$ cat src/rtl/hier_fanout_pkg.sv
// -----------------------------------------------------------------------------
// hier_fanout_pkg
// Shared types and helpers for the hier_fanout_node hierarchy node.
//   state_t : node controller states (broadcast states only with
//             HIER_FANOUT_BCAST_EN defined)
//   idx_w() : width of a child index, clog2(NUM_CHILDREN), minimum 1
// -----------------------------------------------------------------------------
package hier_fanout_pkg;

    typedef enum logic [1:0] {
        ST_IDLE     = 2'd0,
`ifdef HIER_FANOUT_BCAST_EN
        ST_ISSUE    = 2'd1,
        ST_BCAST    = 2'd2,
        ST_WAIT_ALL = 2'd3
`else
        ST_ISSUE    = 2'd1
`endif
    } state_t;

    function automatic int idx_w(input int n);
        return (n < 2) ? 1 : $clog2(n);
    endfunction

endpackage

$ cat src/rtl/hier_fanout_rr_pick.sv
// -----------------------------------------------------------------------------
// hier_fanout_rr_pick
// Combinational rotating-priority finder: returns the first non-busy child at
// or after i_ptr, searching upward with wrap-around.
//   i_busy  [NUM_CHILDREN] : busy map, 1 = child occupied
//   i_ptr   [IDX_W]        : search start index (0..NUM_CHILDREN-1)
//   o_idx   [IDX_W]        : selected child index (0 when none found)
//   o_found                : at least one child is idle
// -----------------------------------------------------------------------------
module hier_fanout_rr_pick
    import hier_fanout_pkg::*;
#(
    parameter int NUM_CHILDREN = 10,
    localparam int IDX_W       = idx_w(NUM_CHILDREN)
) (
    input  logic [NUM_CHILDREN-1:0] i_busy,
    input  logic [IDX_W-1:0]        i_ptr,
    output logic [IDX_W-1:0]        o_idx,
    output logic                    o_found
);

    int w_pos;

    // NOTE: every variable written here gets a default first, so no path
    // through the block leaves it holding its old value (no latch).
    always_comb begin
        o_idx   = '0;
        o_found = 1'b0;
        w_pos   = 0;
        for (int k = 0; k < NUM_CHILDREN; k++) begin
            w_pos = int'(i_ptr) + k;
            if (w_pos >= NUM_CHILDREN) w_pos = w_pos - NUM_CHILDREN;
            if (!o_found && !i_busy[w_pos]) begin
                o_idx   = IDX_W'(w_pos);
                o_found = 1'b1;
            end
        end
    end

endmodule

$ cat src/rtl/hier_fanout_node.sv
// -----------------------------------------------------------------------------
// hier_fanout_node
// Generic fan-out node: takes tokens from one valid/ready upstream port and
// dispatches each to an idle child slot chosen by a rotating pointer. Tracks a
// per-child busy map, counts completions and flags completions from idle
// children (sticky err).
// Optional feature macro: HIER_FANOUT_BCAST_EN -- adds in_bcast; a broadcast
// token goes to every child and bcast_done pulses once all have completed.
// Ports:
//   clk, rst                 : clock, async active-high reset
//   in_valid/in_ready/in_data: upstream token port
//   in_bcast                 : broadcast request (macro only)
//   ch_valid/ch_ready        : per-child handshake, ch_data shared payload
//   ch_done                  : per-child single-cycle completion pulse
//   busy, cmp_cnt, err       : busy map, completion count (wraps), sticky error
//   bcast_done               : broadcast joint-completion pulse (0 without macro)
// -----------------------------------------------------------------------------
module hier_fanout_node
    import hier_fanout_pkg::*;
#(
    parameter int NUM_CHILDREN = 10,
    parameter int DATA_W       = 8,
    parameter int CNT_W        = 8
) (
    input  logic                    clk,
    input  logic                    rst,
    input  logic                    in_valid,
    output logic                    in_ready,
    input  logic [DATA_W-1:0]       in_data,
`ifdef HIER_FANOUT_BCAST_EN
    input  logic                    in_bcast,
`endif
    output logic [NUM_CHILDREN-1:0] ch_valid,
    input  logic [NUM_CHILDREN-1:0] ch_ready,
    output logic [DATA_W-1:0]       ch_data,
    input  logic [NUM_CHILDREN-1:0] ch_done,
    output logic [NUM_CHILDREN-1:0] busy,
    output logic [CNT_W-1:0]        cmp_cnt,
    output logic                    bcast_done,
    output logic                    err
);

    localparam int IDX_W = idx_w(NUM_CHILDREN);
    localparam logic [NUM_CHILDREN-1:0] ONE_HOT0 = NUM_CHILDREN'(1);

    state_t                  r_state;
    state_t                  w_state_nxt;
    logic [IDX_W-1:0]        r_ptr;
    logic [IDX_W-1:0]        r_target;
    logic [DATA_W-1:0]       r_data;
    logic [NUM_CHILDREN-1:0] r_busy;
    logic [CNT_W-1:0]        r_cnt;
    logic                    r_err;

    logic [IDX_W-1:0]        w_pick_idx;
    logic                    w_pick_found;
    logic [NUM_CHILDREN-1:0] w_tgt_oh;
    logic [NUM_CHILDREN-1:0] w_busy_set;
    logic [NUM_CHILDREN-1:0] w_done_ok;
    logic                    w_done_bad;
    logic [CNT_W-1:0]        w_done_inc;
    logic                    w_accept;
    logic                    w_issue_hs;

`ifdef HIER_FANOUT_BCAST_EN
    logic [NUM_CHILDREN-1:0] r_hs;      // children already handshaken in BCAST
    logic [NUM_CHILDREN-1:0] w_hs_nxt;
    logic                    r_bcast_done;
    logic                    w_bcast_fin;
`endif

    hier_fanout_rr_pick #(
        .NUM_CHILDREN (NUM_CHILDREN)
    ) u_pick (
        .i_busy  (r_busy),
        .i_ptr   (r_ptr),
        .o_idx   (w_pick_idx),
        .o_found (w_pick_found)
    );

    assign w_tgt_oh = ONE_HOT0 << r_target;

    // Completions are judged against the registered busy map, so a done in
    // the same cycle as that child's handshake counts as an error.
    assign w_done_ok  = ch_done & r_busy;
    assign w_done_bad = |(ch_done & ~r_busy);

    always_comb begin
        w_done_inc = '0;
        for (int i = 0; i < NUM_CHILDREN; i++) begin
            w_done_inc = w_done_inc + CNT_W'(w_done_ok[i]);
        end
    end

    always_comb begin
        w_state_nxt = r_state;
        in_ready    = 1'b0;
        ch_valid    = '0;
        w_busy_set  = '0;
        w_accept    = 1'b0;
        w_issue_hs  = 1'b0;
`ifdef HIER_FANOUT_BCAST_EN
        w_hs_nxt    = r_hs;
        w_bcast_fin = 1'b0;
`endif
        case (r_state)
            ST_IDLE: begin
                in_ready = w_pick_found;
`ifdef HIER_FANOUT_BCAST_EN
                if (in_bcast) in_ready = (r_busy == '0);
`endif
                if (in_valid && in_ready) begin
                    w_accept = 1'b1;
`ifdef HIER_FANOUT_BCAST_EN
                    w_state_nxt = in_bcast ? ST_BCAST : ST_ISSUE;
`else
                    w_state_nxt = ST_ISSUE;
`endif
                end
            end
            ST_ISSUE: begin
                ch_valid = w_tgt_oh;
                if (|(ch_ready & w_tgt_oh)) begin
                    w_busy_set  = w_tgt_oh;
                    w_issue_hs  = 1'b1;
                    w_state_nxt = ST_IDLE;
                end
            end
`ifdef HIER_FANOUT_BCAST_EN
            ST_BCAST: begin
                ch_valid   = ~r_hs;
                w_busy_set = ch_ready & ~r_hs;
                w_hs_nxt   = r_hs | w_busy_set;
                if (&w_hs_nxt) begin
                    w_hs_nxt    = '0;
                    w_state_nxt = ST_WAIT_ALL;
                end
            end
            ST_WAIT_ALL: begin
                if (r_busy == '0) begin
                    w_bcast_fin = 1'b1;
                    w_state_nxt = ST_IDLE;
                end
            end
`endif
            default: w_state_nxt = ST_IDLE;
        endcase
    end

    // NOTE: sequential state uses non-blocking assignments so every register
    // samples the pre-edge values regardless of statement order.
    always_ff @(posedge clk or posedge rst) begin
        if (rst) begin
            r_state  <= ST_IDLE;
            r_ptr    <= '0;
            r_target <= '0;
            r_data   <= '0;
            r_busy   <= '0;
            r_cnt    <= '0;
            r_err    <= 1'b0;
        end else begin
            r_state <= w_state_nxt;
            r_busy  <= (r_busy & ~w_done_ok) | w_busy_set;
            r_cnt   <= r_cnt + w_done_inc;
            if (w_done_bad) r_err <= 1'b1;
            if (w_accept) begin
                r_data   <= in_data;
                r_target <= w_pick_idx;
            end
            if (w_issue_hs) begin
                r_ptr <= (r_target == IDX_W'(NUM_CHILDREN - 1)) ? '0 : r_target + 1'b1;
            end
        end
    end

`ifdef HIER_FANOUT_BCAST_EN
    always_ff @(posedge clk or posedge rst) begin
        if (rst) begin
            r_hs         <= '0;
            r_bcast_done <= 1'b0;
        end else begin
            r_hs         <= w_hs_nxt;
            r_bcast_done <= w_bcast_fin;
        end
    end
    assign bcast_done = r_bcast_done;
`else
    assign bcast_done = 1'b0;
`endif

    assign ch_data = r_data;
    assign busy    = r_busy;
    assign cmp_cnt = r_cnt;
    assign err     = r_err;

endmodule
$ cat config.mk
export PLATFORM = sky130hd
export DESIGN_NAME = hier_fanout_node
export DESIGN_NICKNAME = d
export VERILOG_FILES = /design/src/rtl/hier_fanout_pkg.sv /design/src/rtl/hier_fanout_rr_pick.sv /design/src/rtl/hier_fanout_node.sv
export SDC_FILE = /design/constraint.sdc
export NUM_CORES = 1
export LEC_CHECK = 0
export CELL_PAD_IN_SITES_DETAIL_PLACEMENT = 1
export CELL_PAD_IN_SITES_GLOBAL_PLACEMENT = 1
export CORE_MARGIN = 1
export CORE_UTILIZATION = 25
export CTS_CLUSTER_DIAMETER = 80
export DETAILED_ROUTE_END_ITERATION = 16
export DONT_BUFFER_PORTS = 1
export GPL_TIMING_DRIVEN = 0
export HOLD_SLACK_MARGIN = 0.03
export PLACE_DENSITY = 0.5
export REMOVE_ABC_BUFFERS = 1
export SYNTH_ARGS = -nofsm -noshare
export SYNTH_HDL_FRONTEND = slang
export SYNTH_SLANG_ARGS = --single-unit
$ cat constraint.sdc
create_clock -name clk -period 4.3 [get_ports clk]
set_input_delay 0.645 -clock clk [delete_from_list [all_inputs] [get_ports clk]]
set_output_delay 0.645 -clock clk [all_outputs]
set_load 0.05 [all_outputs]
==> results of run 1 <==
-- cell families (layout without fill, tap and decap cells) --
kind of cell    Yosys count  count (layout)
simple gates            212             212
compound gates          187             187
buf+inv                  62              68
fa+ha+maj                39              39
mux                      37              37
flops                    36              36
xor+xnor                 19              19
other cells               1               2
-- layer usage --
| metal | global-route usage, % | wire, um |
|---|---|---|
| met1 | 23.3 | 8360 |
| met5 | 0 | 0 |
| met2 | 32.2 | 9000 |
| met4 | 6.85 | 524 |
| met3 | 2.82 | 794 |
-- cell type report --
class | instances | area (um^2)
Fill cell | 2272 | 13700
Multi-Input combinational cell | 495 | 3980
Sequential cell | 36 | 922
Tap cell | 265 | 332
Timing Repair Buffer | 26 | 223
Inverter | 34 | 154
Clock buffer | 6 | 139
Clock inverter | 2 | 10.0
Antenna cell | 1 | 2.50
-- sequential cells by signal, summed over array words and instances, names as in the netlist --
name      count
busy         10
ch_data       8
cmp_cnt       8
r_ptr         4
r_target      4
err           1
r_state       1
-- worst max-delay path, cell delays in order, from the launching register on --
cell	delay [ns]
dfrtp_4	0.53
clkinv_8	0.16
ha_4	0.33
inv_1	0.11
ha_1	0.35
nor3_1	0.07
or3_4	0.43
or3_1	0.36
a31o_2	0.28
nor3b_4	0.16
nand3_2	0.12
nor3_4	0.05
nor2_4	0.29
-- synth_stat cells (all sizes together), types with 4 or more instances --
| master | count | share of area [%] |
|---|---|---|
| a211oi | 8 | 1.2 |
| a21boi | 11 | 1.7 |
| a21o | 9 | 1.4 |
| a21oi | 31 | 3.2 |
| a221oi | 5 | 1.0 |
| a22oi | 4 | 0.61 |
| a31oi | 10 | 1.3 |
| and2 | 10 | 1.3 |
| buf | 22 | 3.3 |
| clkbuf | 6 | 0.45 |
| dfrtp | 36 | 18 |
| fa | 8 | 3.2 |
| ha | 31 | 7.8 |
| inv | 32 | 2.4 |
| mux2 | 14 | 3.3 |
| mux2i | 21 | 4.5 |
| nand2 | 47 | 3.6 |
| nand2b | 12 | 1.5 |
| nand3 | 13 | 1.6 |
| nand3b | 7 | 1.1 |
| nor2 | 42 | 3.2 |
| nor2b | 15 | 1.9 |
| nor3 | 18 | 2.0 |
| nor3b | 11 | 1.9 |
| nor4 | 6 | 1.5 |
| o211ai | 10 | 1.6 |
| o21a | 5 | 0.76 |
| o21ai | 31 | 3.1 |
| o22ai | 11 | 1.4 |
| o31ai | 7 | 1.3 |
| o32ai | 6 | 1.1 |
| o41ai | 4 | 0.86 |
| or2 | 8 | 1.0 |
| or3 | 9 | 1.2 |
| xnor2 | 13 | 2.6 |
| xor2 | 6 | 1.4 |
-- timing repair --
action / in CTS / in global routing
endpoints found under the setup margin: 14 / 2
pin swaps: 7 / 3
resized for setup: 44 / 19
setup buffers: 22 / 3
hold endpoints to repair: 0 / 0
-- final timing paths --
path                       slack [ns]  cells past startpoint                      end
max                              0.10                     12                 in_ready
min                              0.31                      1   ch_data[4]$_DFFE_PP0P_
max reg2reg                      0.28                     12     cmp_cnt[6]$_DFF_PP0_
min reg2reg                      0.73                      2  r_target[1]$_DFFE_PP0P_
max in group asynchronous        3.44                      2        busy[8]$_DFF_PP0_
min in group clk                 0.45                      1        busy[1]$_DFF_PP0_
-- through the flow --
stage	std cells	TNS [ns]
finish	865	0
global route	864	-0.00926
CTS	861	0
detailed placement	831	-32.17
global placement	830	-31.31
floorplan	565	-7.42
==> flow_metrics.tcl, run 1 <==
set metrics [dict create \
    status "finished, final reports clean" \
    hold_ws_ns 0.307 \
    dp_hpwl_mm 13.5 \
    synth-seq-cells 36 \
    start_util_pct 25.5 \
    portBuffers 0 \
    period_share_pct 97.6 \
    synthFlopType "dfrtp_1" \
    h-tree-depth 2 \
    report.final.setup_viol 0 \
    design_area_um2 5770 \
    die_w_um 143 \
    track_usage_pct 18.6 \
    final.min_clock_period_ns 4.20 \
    wirelength_mm 18.7 \
    cts_tree "done" \
    fin_skew_ns 0.00568 \
    die_area_um2 20400 \
    final_cell_mix "nand2_1, nor2_1, a21oi_1" \
    gr-total-overflow 0 \
    grt_pass1_wl_mm 28.9 \
    rr_startpoint "busy[0]$_DFF_PP0_" \
    hold_path_class "input port to async pin" \
    tightest_slew_ns 1.43 \
    endpoint_kind "output port" \
    clock-sinks 36 \
    postSynthAreaPerCell_um2 8.36 \
    hold_violations 0 \
    cp_max_fo 15 \
    numCtsBuffers 5 \
    final_util_pct 29.6 \
    place_ws_ns -2.37 \
    place_congestion 0.873 \
    route.detailed.drc 0 \
    hold_buffers 0 \
    antenna_found_initial 0 \
    cts.path.max_buffers 2 \
    die_h_um 143 \
    setup.worst_path.start_class "flip-flop" \
    grt_max_degree 34 \
    synth-edff-count 0 \
    ys_warn_count 0 \
    synthAdderAreaFrac_pct 11.0 \
    seq_area_frac_synth_pct 18.2 \
    syn_to_final_growth_pct 16.2 \
    drive_gt1_share_pct 21.5 \
    rows 51 \
    synth_xor_area_share_pct 4.04 \
    synthMuxAreaShare_pct 8.73 \
    finalMaxSlewViolations 0 \
    synth_top_family_by_area "compound AO/OA/AOI/OAI gates" \
    layout_commonest_cell "nand2_1" \
    async_reset_ff_share_pct 100 \
    syn-cell-area_um2 4960 \
    maxCapViolCount 0 \
    dr_total_vias 4755 \
    arrival_ns 3.55 \
    dr.pass1.iters 4 \
    avgRoutedWirePerCell_um 21.6 \
    crit_required_ns 3.65 \
    crit_type "flip-flop to output port" \
    netlist_instances 593 \
    yosys.area_share.simple_pct 24.2 \
    cts-root-buf "clkbuf_16" \
    cp-startpoint "r_ptr[1]$_DFFE_PP0P_" \
    placed_cell_area_um2 5140 \
    max_freq_mhz 238 \
    clkLatencyLatePin_ns 0.28 \
    via_per_inst 5.50 \
    fin_ws_ns 0.105 \
    nets 668 \
    antenna_left 0 \
    clk_pin_slew_ns 0.06 \
    coreArea_um2 19500 \
    yosysUniqueCellTypes 99 \
    synth_compound_area_share_pct 27.4 \
    grt_pass1_vias 5026 \
    pin_count 70 \
    drtIter0Drc 198 \
    relSlewSlack_pct 4.26 \
]
Power of run 1 is not shown: default switching activity piles up to over one toggle a cycle in this logic, so the estimate is an artifact.
==> run 2, diff against run 1 <==
Settings changed: CTS_CLUSTER_SIZE set to 24.
==> results of run 2 <==
Same layout as run 1: the final DEF is identical, and so are final timing and power.
Power of run 2 is left out for the same reason.
==> run 3, diff against run 2 <==
Settings changed: ABC_AREA set to 0.
==> results of run 3 <==
Same layout as run 1: the final DEF is identical, and so are final timing and power.
Power of run 3 is left out for the same reason.
